File: src/rtl/alu_pkg.sv
// Shared definitions for the ALU issue controller: opcodes, condition codes,
// flag bit positions and the issue FSM state encoding.
package alu_pkg;

  localparam logic [3:0] OP_ADD      = 4'b0000;
  localparam logic [3:0] OP_SUB      = 4'b0001;
  localparam logic [3:0] OP_AND      = 4'b0010;
  localparam logic [3:0] OP_ORR      = 4'b0011;
  localparam logic [3:0] OP_EOR      = 4'b0100;
  localparam logic [3:0] OP_LSL      = 4'b0101;
  localparam logic [3:0] OP_MOV      = 4'b0110;
  localparam logic [3:0] OP_MVN      = 4'b0111;
  localparam logic [3:0] OP_LSR      = 4'b1000;
  localparam logic [3:0] OP_ASR      = 4'b1001;
  localparam logic [3:0] OP_ROR      = 4'b1010;
  localparam logic [3:0] OP_SET_FLAG = 4'b1011;

  localparam logic [3:0] COND_EQ = 4'b0000;
  localparam logic [3:0] COND_NE = 4'b0001;
  localparam logic [3:0] COND_CS = 4'b0010;
  localparam logic [3:0] COND_CC = 4'b0011;
  localparam logic [3:0] COND_MI = 4'b0100;
  localparam logic [3:0] COND_PL = 4'b0101;
  localparam logic [3:0] COND_VS = 4'b0110;
  localparam logic [3:0] COND_VC = 4'b0111;
  localparam logic [3:0] COND_HI = 4'b1000;
  localparam logic [3:0] COND_LS = 4'b1001;
  localparam logic [3:0] COND_GE = 4'b1010;
  localparam logic [3:0] COND_LT = 4'b1011;
  localparam logic [3:0] COND_GT = 4'b1100;
  localparam logic [3:0] COND_LE = 4'b1101;
  localparam logic [3:0] COND_AL = 4'b1110;
  localparam logic [3:0] COND_NV = 4'b1111;

  localparam int FLAG_N = 3;
  localparam int FLAG_Z = 2;
  localparam int FLAG_C = 1;
  localparam int FLAG_V = 0;

  typedef enum logic [2:0] {
    ST_IDLE,
    ST_FETCH,
    ST_DECODE,
    ST_EXEC,
    ST_WB
  } state_t;

  function automatic logic op_is_illegal(input logic [3:0] op);
    return (op[3:2] == 2'b11);
  endfunction

endpackage

File: src/rtl/alu_cond_eval.sv
// Combinational condition-code evaluator: decides whether an instruction
// with condition i_cond executes given the current {N,Z,C,V} flags.
module alu_cond_eval
  import alu_pkg::*;
(
  input  logic [3:0] i_cond,
  input  logic [3:0] i_flag,
  output logic       o_pass
);

  logic w_n, w_z, w_c, w_v;
  assign w_n = i_flag[FLAG_N];
  assign w_z = i_flag[FLAG_Z];
  assign w_c = i_flag[FLAG_C];
  assign w_v = i_flag[FLAG_V];

  always_comb begin
    o_pass = 1'b0;
    case (i_cond)
      COND_EQ: o_pass = w_z;
      COND_NE: o_pass = !w_z;
      COND_CS: o_pass = w_c;
      COND_CC: o_pass = !w_c;
      COND_MI: o_pass = w_n;
      COND_PL: o_pass = !w_n;
      COND_VS: o_pass = w_v;
      COND_VC: o_pass = !w_v;
      COND_HI: o_pass = w_c && !w_z;
      COND_LS: o_pass = !w_c || w_z;
      COND_GE: o_pass = (w_n == w_v);
      COND_LT: o_pass = (w_n != w_v);
      COND_GT: o_pass = !w_z && (w_n == w_v);
      COND_LE: o_pass = w_z || (w_n != w_v);
      COND_AL: o_pass = 1'b1;
      default: o_pass = 1'b0;
    endcase
  end

endmodule

File: src/rtl/alu_issue_ctrl.sv
// Issue controller: fetches instructions, reads operands from a 16x32
// register file, drives the external combinational ALU and writes back.
module alu_issue_ctrl
  import alu_pkg::*;
#(
  parameter int ADDR_W = 8,
  parameter int NREG   = 16
) (
  input  logic              Clk,
  input  logic              Rst_n,
  input  logic              Run,
  output logic              Instr_Req,
  output logic [ADDR_W-1:0] Instr_Addr,
  input  logic              Instr_Valid,
  input  logic [31:0]       Instr_Data,
  output logic [31:0]       Alu_Reg1,
  output logic [31:0]       Alu_Reg2,
  output logic [15:0]       Alu_IV,
  output logic [3:0]        Alu_OpCode,
  output logic [3:0]        Alu_Cond,
  output logic              Alu_S,
  output logic [3:0]        Alu_Flag,
  input  logic [31:0]       Alu_Result,
  input  logic [3:0]        Alu_New_Flag,
  output logic              Retired,
  output logic              Skipped,
  output logic              Illegal,
  input  logic [3:0]        Dbg_Addr,
  output logic [31:0]       Dbg_Data
);

  state_t            r_state, w_state_next;
  logic [ADDR_W-1:0] r_pc;
  logic [28:0]       r_instr;
  logic [3:0]        r_flags;
  logic [31:0]       r_regs [NREG];
  logic [31:0]       r_result;
  logic [3:0]        r_new_flag;
  logic [3:0]        r_rd;

  // Instruction bits [22:20] are reserved and deliberately dropped.
  logic w_unused_rsvd;
  assign w_unused_rsvd = ^Instr_Data[22:20];

  logic [3:0]  w_cond, w_op, w_rd, w_rm;
  logic        w_s, w_pass, w_illegal, w_drop, w_we;
  logic [15:0] w_iv;
  assign w_cond    = r_instr[28:25];
  assign w_op      = r_instr[24:21];
  assign w_s       = r_instr[20];
  assign w_rd      = r_instr[19:16];
  assign w_iv      = r_instr[15:0];
  assign w_rm      = w_iv[3:0];
  assign w_illegal = op_is_illegal(w_op);
  // A failed condition wins over an illegal opcode: only Skipped pulses then.
  assign w_drop    = !w_pass || w_illegal;
  assign w_we      = (r_state == ST_WB) && (Alu_OpCode < OP_SET_FLAG);

  alu_cond_eval u_cond_eval (
    .i_cond (w_cond),
    .i_flag (r_flags),
    .o_pass (w_pass)
  );

  always_comb begin
    w_state_next = r_state;
    case (r_state)
      ST_IDLE:   if (Run) w_state_next = ST_FETCH;
      ST_FETCH:  if (Instr_Valid) w_state_next = ST_DECODE;
      ST_DECODE: begin
        if (w_drop) w_state_next = Run ? ST_FETCH : ST_IDLE;
        else        w_state_next = ST_EXEC;
      end
      ST_EXEC:   w_state_next = ST_WB;
      ST_WB:     w_state_next = Run ? ST_FETCH : ST_IDLE;
      default:   w_state_next = ST_IDLE;
    endcase
  end

  always_ff @(posedge Clk or negedge Rst_n) begin
    if (!Rst_n) begin
      r_state    <= ST_IDLE;
      r_pc       <= '0;
      r_instr    <= '0;
      r_flags    <= '0;
      r_result   <= '0;
      r_new_flag <= '0;
      r_rd       <= '0;
      Alu_Reg1   <= '0;
      Alu_Reg2   <= '0;
      Alu_IV     <= '0;
      Alu_OpCode <= '0;
      Alu_Cond   <= '0;
      Alu_S      <= 1'b0;
    end else begin
      r_state <= w_state_next;
      if (r_state == ST_FETCH && Instr_Valid)
        r_instr <= {Instr_Data[31:23], Instr_Data[19:0]};
      if (r_state == ST_DECODE) begin
        Alu_Reg1   <= r_regs[w_rd];
        Alu_Reg2   <= r_regs[w_rm];
        Alu_IV     <= w_iv;
        Alu_OpCode <= w_op;
        Alu_Cond   <= w_cond;
        Alu_S      <= w_s;
        r_rd       <= w_rd;
      end
      if (r_state == ST_EXEC) begin
        r_result   <= Alu_Result;
        r_new_flag <= Alu_New_Flag;
      end
      if (r_state == ST_WB && (Alu_S || Alu_OpCode == OP_SET_FLAG))
        r_flags <= r_new_flag;
      if ((r_state == ST_DECODE && w_drop) || r_state == ST_WB)
        r_pc <= r_pc + 1'b1;
    end
  end

  for (genvar gi = 0; gi < NREG; gi++) begin : g_regfile
    always_ff @(posedge Clk or negedge Rst_n) begin
      if (!Rst_n)
        r_regs[gi] <= '0;
      else if (w_we && r_rd == 4'(gi))
        r_regs[gi] <= r_result;
    end
  end

  assign Instr_Req  = (r_state == ST_FETCH);
  assign Instr_Addr = r_pc;
  assign Alu_Flag   = r_flags;
  assign Retired    = (r_state == ST_WB);
  assign Skipped    = (r_state == ST_DECODE) && !w_pass;
  assign Illegal    = (r_state == ST_DECODE) && w_pass && w_illegal;
  assign Dbg_Data   = r_regs[Dbg_Addr];

endmodule

File: config.mk
export PLATFORM = sky130hd
export DESIGN_NAME = alu_issue_ctrl
export DESIGN_NICKNAME = d
export VERILOG_FILES = /design/src/rtl/alu_pkg.sv /design/src/rtl/alu_cond_eval.sv /design/src/rtl/alu_issue_ctrl.sv
export SDC_FILE = /design/constraint.sdc
export NUM_CORES = 1
export LEC_CHECK = 0
export CAP_MARGIN = 20
export CELL_PAD_IN_SITES_DETAIL_PLACEMENT = 1
export CELL_PAD_IN_SITES_GLOBAL_PLACEMENT = 1
export CORE_MARGIN = 2
export CORE_UTILIZATION = 45
export CTS_BUF_LIST = sky130_fd_sc_hd__clkbuf_8 sky130_fd_sc_hd__clkbuf_16
export DETAILED_ROUTE_END_ITERATION = 6
export PLACE_DENSITY_LB_ADDON = 0.08
export SETUP_SLACK_MARGIN = 0.3
export SYNTH_ARGS = -nofsm -noshare
export SYNTH_HDL_FRONTEND = slang
export SYNTH_HIERARCHICAL = 1
export SYNTH_SLANG_ARGS = --single-unit
File: constraint.sdc
create_clock -name Clk -period 3.5 [get_ports Clk]
set_input_delay 0.525 -clock Clk [delete_from_list [all_inputs] [get_ports Clk]]
set_output_delay 0.525 -clock Clk [all_outputs]
set_load 0.05 [all_outputs]
==> impl_results.md, run 1 <==
- Status: completed
- Setup Slack @ Placement: 512.3 ps
- YS warnings: 6
- Pwr Total: 37.26 mW
- Postcts setup bufs: 0
- Max Root-Sink Buffers: 3
- Detailed-route wire length: 122.7 mm
- Die Y: 293.4 um
- Nets: 2711
- Dpl cells: 3628
- Total track usage: 29.10%
- Slowest cell delay on critical path: 470 ps
- Final Util: 53.36%
- Hold crit path type: input pin to async pin
- Initial antenna violation count: 2
- Vias per cell: 6.445
- Starting density of the core: 45.25%
- Reg-to-reg endpoint: r_regs[174]
- Slew Viols, Final: 0
- Post-synth top area share: 45.48%
- CP Launch Type: flip-flop
- FFs w/ async S/R, synth: 100.0%
- Setup TNS: 0 ps
- Setup violators final: 0
- Root buf cell: clkbuf_16
- Detailed placement HPWL: 73.96 mm
- Grt ovf: 0
- Core area: 0.08329 mm2
- Sequential share of the synthesized area: 45.48%
- RSZ-0062 raised after global routing: false
- Final instance area: 0.04445 mm2
- Final Hold Viols: 0
- Number of routed nets with antenna violations: 0
- Number of placed I/O pins: 213
- Net Count, Synth: 2534
- R2r setup slk: 740 ps
- Gpl congestion: 0.8107
- Relative slew margins: 32.03%
- Synth Cell Area: 0.03769 mm2
- Clock Pin Slew Worst Setup and Hold Paths: 60 ps
- Family with the most delay on the worst path: compound AO/OA/AOI/OAI gates
- CP required: 2970 ps
- Min Tclk post-route: 3068 ps
- Final worst setup slack: 432.4 ps
- Largest cells by area after synthesis: dfrtp_1 (45%), mux4_2 (23%), mux2_2 (17%)
- Max frequency: 326.0 MHz
- Final cell count without fillers: 3780
- Synth cell types: 56
- Pin count of the biggest net entering global routing: 94
- R2R Path Start: r_state[0]
- Cells after synthesis: 2457
- # Max-Cap Violations: 0
- Vias: 24360
- FF+latch count, synth: 685
- Router iterations before antenna repair: 7
- Area leader, netlist: dfrtp_1
- Iteration-0 DRC Markers: 1771
- Drt wl/cell: 32.47 um
- Worst path arrival time: 2540 ps
- Top FF cell, synth: dfrtp_1
- Vias in the first global route: 26620
- Critical Path Slowest Stage Cell: dfrtp_2
- Hold WS: 427.2 ps
- Leakage: 19.76 nW
- Clock skew: 16.77 ps
- Clock sinks: 685
- CP endpoint kind: primary output
- Power Density: 838.3 mW/mm2
- DR DRC count: 0
- Worst R2R Path Depth: 6
- Synthesis-to-layout area growth: 17.93%
- EDFF count, synth: 0
- Cts bufs inserted: 83
- Worst Tran Pin Value: 1020 ps
- Crit path cell chain: mux2_4 > a21oi_1 > o211ai_1 > a211o_1 > nor2_1 > buf_2
- Die W: 293.4 um
- PortBufs: 209
- Syn Area/Cell: 15.34 um2
- Total Die Area: 0.08608 mm2
- Rows: 106
- CTS tree: built
- Number of H-tree levels: 3
- Clk_lat worst skew: 630 ps
- Post-synth top cells: dfrtp_1 (685), mux2_2 (571), mux4_2 (377)
- Share of post-route cells with drive strength above 1: 48.57%
- CP bufs+invs: 1
- Global-route wire length before repair: 184.4 mm
- Max VDD drop: 0.6575 mV
- Final period util: 87.65%
- Top-count cell post-synth: dfrtp_1
- Crit Path Class: flip-flop to primary output
- Critical path peak fanout: 10
- Post-DP Area: 0.04144 mm2
## routing by layer
layer / up-vias / part of all wire, % / global-route usage (%)
met5: - / 0 / 0
met2: 744 / 50 / 48.53
met1: 13460 / 43 / 40.37
met4: 0 / 2.3 / 7.740
met3: 172 / 5.1 / 3.805
li1: 9983 / - / -
## kinds of logic after synthesis
kind of cell               share of synthesized area [%]
AOI/OAI and AO/OA                                  3.748
xor gates and xnor gates                          0.2291
muxes                                              44.74
buffers and inverters                              2.991
adders and majority gates                        0.03319
DFF                                                45.48
and+or+nand+nor                                    2.779
## final cells by class
cell class / instances / area [um2]
tap: 1080 / 1351
clock buffer: 107 / 2475
sequential: 685 / 17160
multi-input combinational: 1534 / 19500
inverter: 2 / 7.507
antenna: 1 / 2.502
fill: 7779 / 38840
timing repair buffer: 328 / 3413
clock inverter: 43 / 531.8
## timing repair
item / 4_1_cts / 5_1_grt
hold buffers: 1 / 0
pin swaps: 0 / 0
cloned: 0 / 0
gates resized for setup: 7 / 4
endpoints found under the setup margin: 2 / 2
hold endpoints to repair: 46 / 0
## cell usage in the layout, fill, tap and decap left out, drive strengths merged, types with 7 or more instances in the layout
cell,instances
a22oi,66
xor2,8
nand2,102
mux4,377
o21ai,81
clkinv,17
clkdlybuf4s50,170
mux2i,108
nor3,19
buf,156
o211ai,22
mux2,637
nor2b,15
nor2,14
bufinv,13
nor3b,7
inv,13
a22o,21
clkbuf,108
dfrtp,685
## how the worst max path moves through the flow
stage | start | to | slack (ps) | cells after the start
finish | r_instr[27] | Skipped | 430 | 6
global route | r_instr[27] | Skipped | 320 | 6
CTS | r_instr[27] | Skipped | 320 | 6
detailed placement | r_instr[27] | Skipped | 510 | 6
global placement | r_instr[27] | Skipped | 590 | 6
floorplan | Alu_Flag[3] | Skipped | 690 | 5
## report_power, final
group	internal, mW	switching [mW]
Combinational	7.04	7.33
Clock	5.91	3.51
Sequential	10.1	3.40
## flip-flops by register name, indices dropped and copies added (netlist names), 4 cells and up
signal,cells
r_regs,512
Alu_Reg1,32
Alu_Reg2,32
r_result,32
r_instr,29
Alu_IV,16
Instr_Addr,8
Alu_Cond,4
Alu_Flag,4
Alu_OpCode,4
r_new_flag,4
r_rd,4
No activity file was read; power rests on OpenSTA's default activity.
==> run 2: changes to the inputs <==
--- a/config.mk
+++ b/config.mk
@@ -13,6 +13,7 @@
 export CTS_BUF_LIST = sky130_fd_sc_hd__clkbuf_8 sky130_fd_sc_hd__clkbuf_16
 export DETAILED_ROUTE_END_ITERATION = 6
 export PLACE_DENSITY_LB_ADDON = 0.08
+export REMOVE_ABC_BUFFERS = 1
 export SETUP_SLACK_MARGIN = 0.3
 export SYNTH_ARGS = -nofsm -noshare
 export SYNTH_HDL_FRONTEND = slang
==> constraint.sdc (replaced) <==
create_clock -name Clk -period 3.3 [get_ports Clk]
set_input_delay 0.33 -clock Clk [delete_from_list [all_inputs] [get_ports Clk]]
set_output_delay 0.33 -clock Clk [all_outputs]
set_load 0.05 [all_outputs]
==> impl_results.md, run 2 (same netlist as run 1, synthesis figures left out) <==
- Status: completed
- Root buf cell: clkbuf_16
- Relative slew margins: 40.35%
- RSZ-0062 raised after global routing: false
- Share of post-route cells with drive strength above 1: 48.00%
- Drt wl/cell: 32.08 um
- FF+latch area: 0.01716 mm2
- Min Tclk post-route: 2847 ps
- Die Y: 293.4 um
- Setup TNS: 0 ps
- Max FFs per register: 512
- Final Util: 52.89%
- Fillers: 7802
- CP endpoint kind: primary output
- Hold crit path type: input pin to async pin
- Total track usage: 28.59%
- Internal: 23.62 mW
- DR DRC count: 0
- # Max-Cap Violations: 0
- Number of placed I/O pins: 213
- Max VDD drop: 0.5284 mV
- Most common cell after layout, fill and taps aside: dfrtp_1
- Initial antenna violation count: 0
- Starting density of the core: 45.25%
- Clock skew: 21.77 ps
- Clock Pin Slew Worst Setup and Hold Paths: 60 ps
- Area occupied by multi-input gates: 0.01949 mm2
- Biggest register: r_regs
- Iteration-0 DRC Markers: 1738
- Clock sinks: 685
- Max frequency: 351.3 MHz
- Die W: 293.4 um
- CTS tree: built
- Clock share of power: 23.8%
- Detailed placement HPWL: 72.11 mm
- CP Launch Type: flip-flop
- Max Root-Sink Buffers: 3
- Router iterations before antenna repair: 6
- Setup violators final: 0
- Synthesis-to-layout area growth: 16.87%
- Pin count of the biggest net entering global routing: 95
- Power Density: 875.0 mW/mm2
- Worst Tran Pin Value: 891.3 ps
- R2R Path Start: r_state[2]
- Slew Viols, Final: 0
- Total Die Area: 0.08608 mm2
- Vias per cell: 6.464
- Commonest non-fill, non-tap cells in the layout: dfrtp_1 (678), mux2_2 (571), mux4_2 (377), clkdlybuf4s50_1 (170), mux2i_1 (108)
- Worst R2R Path Depth: 6
- PortBufs: 209
- CP required: 2970 ps
- Grt ovf: 0
- Leakage: 19.56 nW
- R2r setup slk: 570 ps
- Psw: 14.93 mW
- Net Sw Frac: 38.73%
- Gpl congestion: 0.8045
- Sequential Power Share: 36.9%
- Global-route wire length before repair: 181.0 mm
- Crit Path Class: flip-flop to primary output
- Setup Slack @ Placement: 548.3 ps
- Comb pwr share: 39.3%
- Vias in the first global route: 26440
- Number of routed nets with antenna violations: 0
- Clk_lat worst skew: 630 ps
- Number of H-tree levels: 3
- Cts bufs inserted: 81
- Final Hold Viols: 0
- Reg-to-reg endpoint: r_regs[89]
- Rows: 106
- Worst path arrival time: 2520 ps
- Nets: 2698
- Core area: 0.08329 mm2
- Vias: 24320
- Critical path peak fanout: 7
- Final period util: 86.26%
- Detailed-route wire length: 120.7 mm
- Final worst setup slack: 453.3 ps
## run 2: critical path: stages, from the launching register on
cell,delay [ps]
dfrtp_1,470
xnor2_2,260
o22ai_1,130
a211o_1,300
a211o_1,310
nor2_1,140
buf_2,280
## run 2: power groups by stage
| stage | clock (mW) | sequential, mW | combinational, mW |
|---|---|---|---|
| final | 9.19 | 14.2 | 15.2 |
| after global routing | 9.71 | 14.7 | 16.0 |
| after CTS | 9.40 | 14.1 | 15.3 |
| after detailed placement | 0 | 14.3 | 15.2 |
| after global placement | 0 | 14.0 | 15.0 |
| after floorplan | 0 | 15.6 | 8.31 |
## run 2: through the flow
step / hold WS (ps) / cell area [um2] / power [mW] / std cells
floorplan: 34.41 / 36570 / 23.88 / 2221
global placement: 379.8 / 41330 / 28.93 / 3617
detailed placement: 389.7 / 41330 / 29.48 / 3617
CTS: 278.1 / 44060 / 38.84 / 3761
global route: 297.9 / 44050 / 40.35 / 3761
finish: 291.5 / 44050 / 38.54 / 3762
## run 2: worst max path at each step
stage / start / end / slack (ps) / depth (start not counted)
6_report: Alu_Flag[3] / Skipped / 450 / 6
5_1_grt: r_instr[28] / Illegal / 380 / 7
4_1_cts: r_instr[27] / Skipped / 290 / 6
3_5_place_dp: r_instr[27] / Skipped / 550 / 6
3_3_place_gp: r_instr[27] / Skipped / 550 / 6
2_1_floorplan: r_instr[0] / Alu_Reg2[11] / -2610 / 4
## run 2: cell type report
type | instances | area share (%)
repair buffers | 317 | 7.533
multi-input cells | 1534 | 44.26
diodes | 1 | 0.005681
clock inverters | 44 | 0.8919
inverters | 2 | 0.01704
clock buffers | 99 | 5.266
flip-flops and latches | 685 | 38.96
well taps | 1080 | 3.068
## run 2: per-layer routing
layer  vias to the layer above  share of wire (%)  GRT usage, %
li1                       9957                  -             -
met1                     13400                 42         39.39
met4                         0                2.7         8.101
met5                         -                  0             0
met2                       771                 49         46.79
met3                       190                5.7         5.015
## run 2: what timing repair did
action	in CTS	in global routing
endpoints found under the hold margin	63	0
hold buffers	1	0
setup endpoints to repair	2	2
resized for setup	6	5
setup buffers	0	0
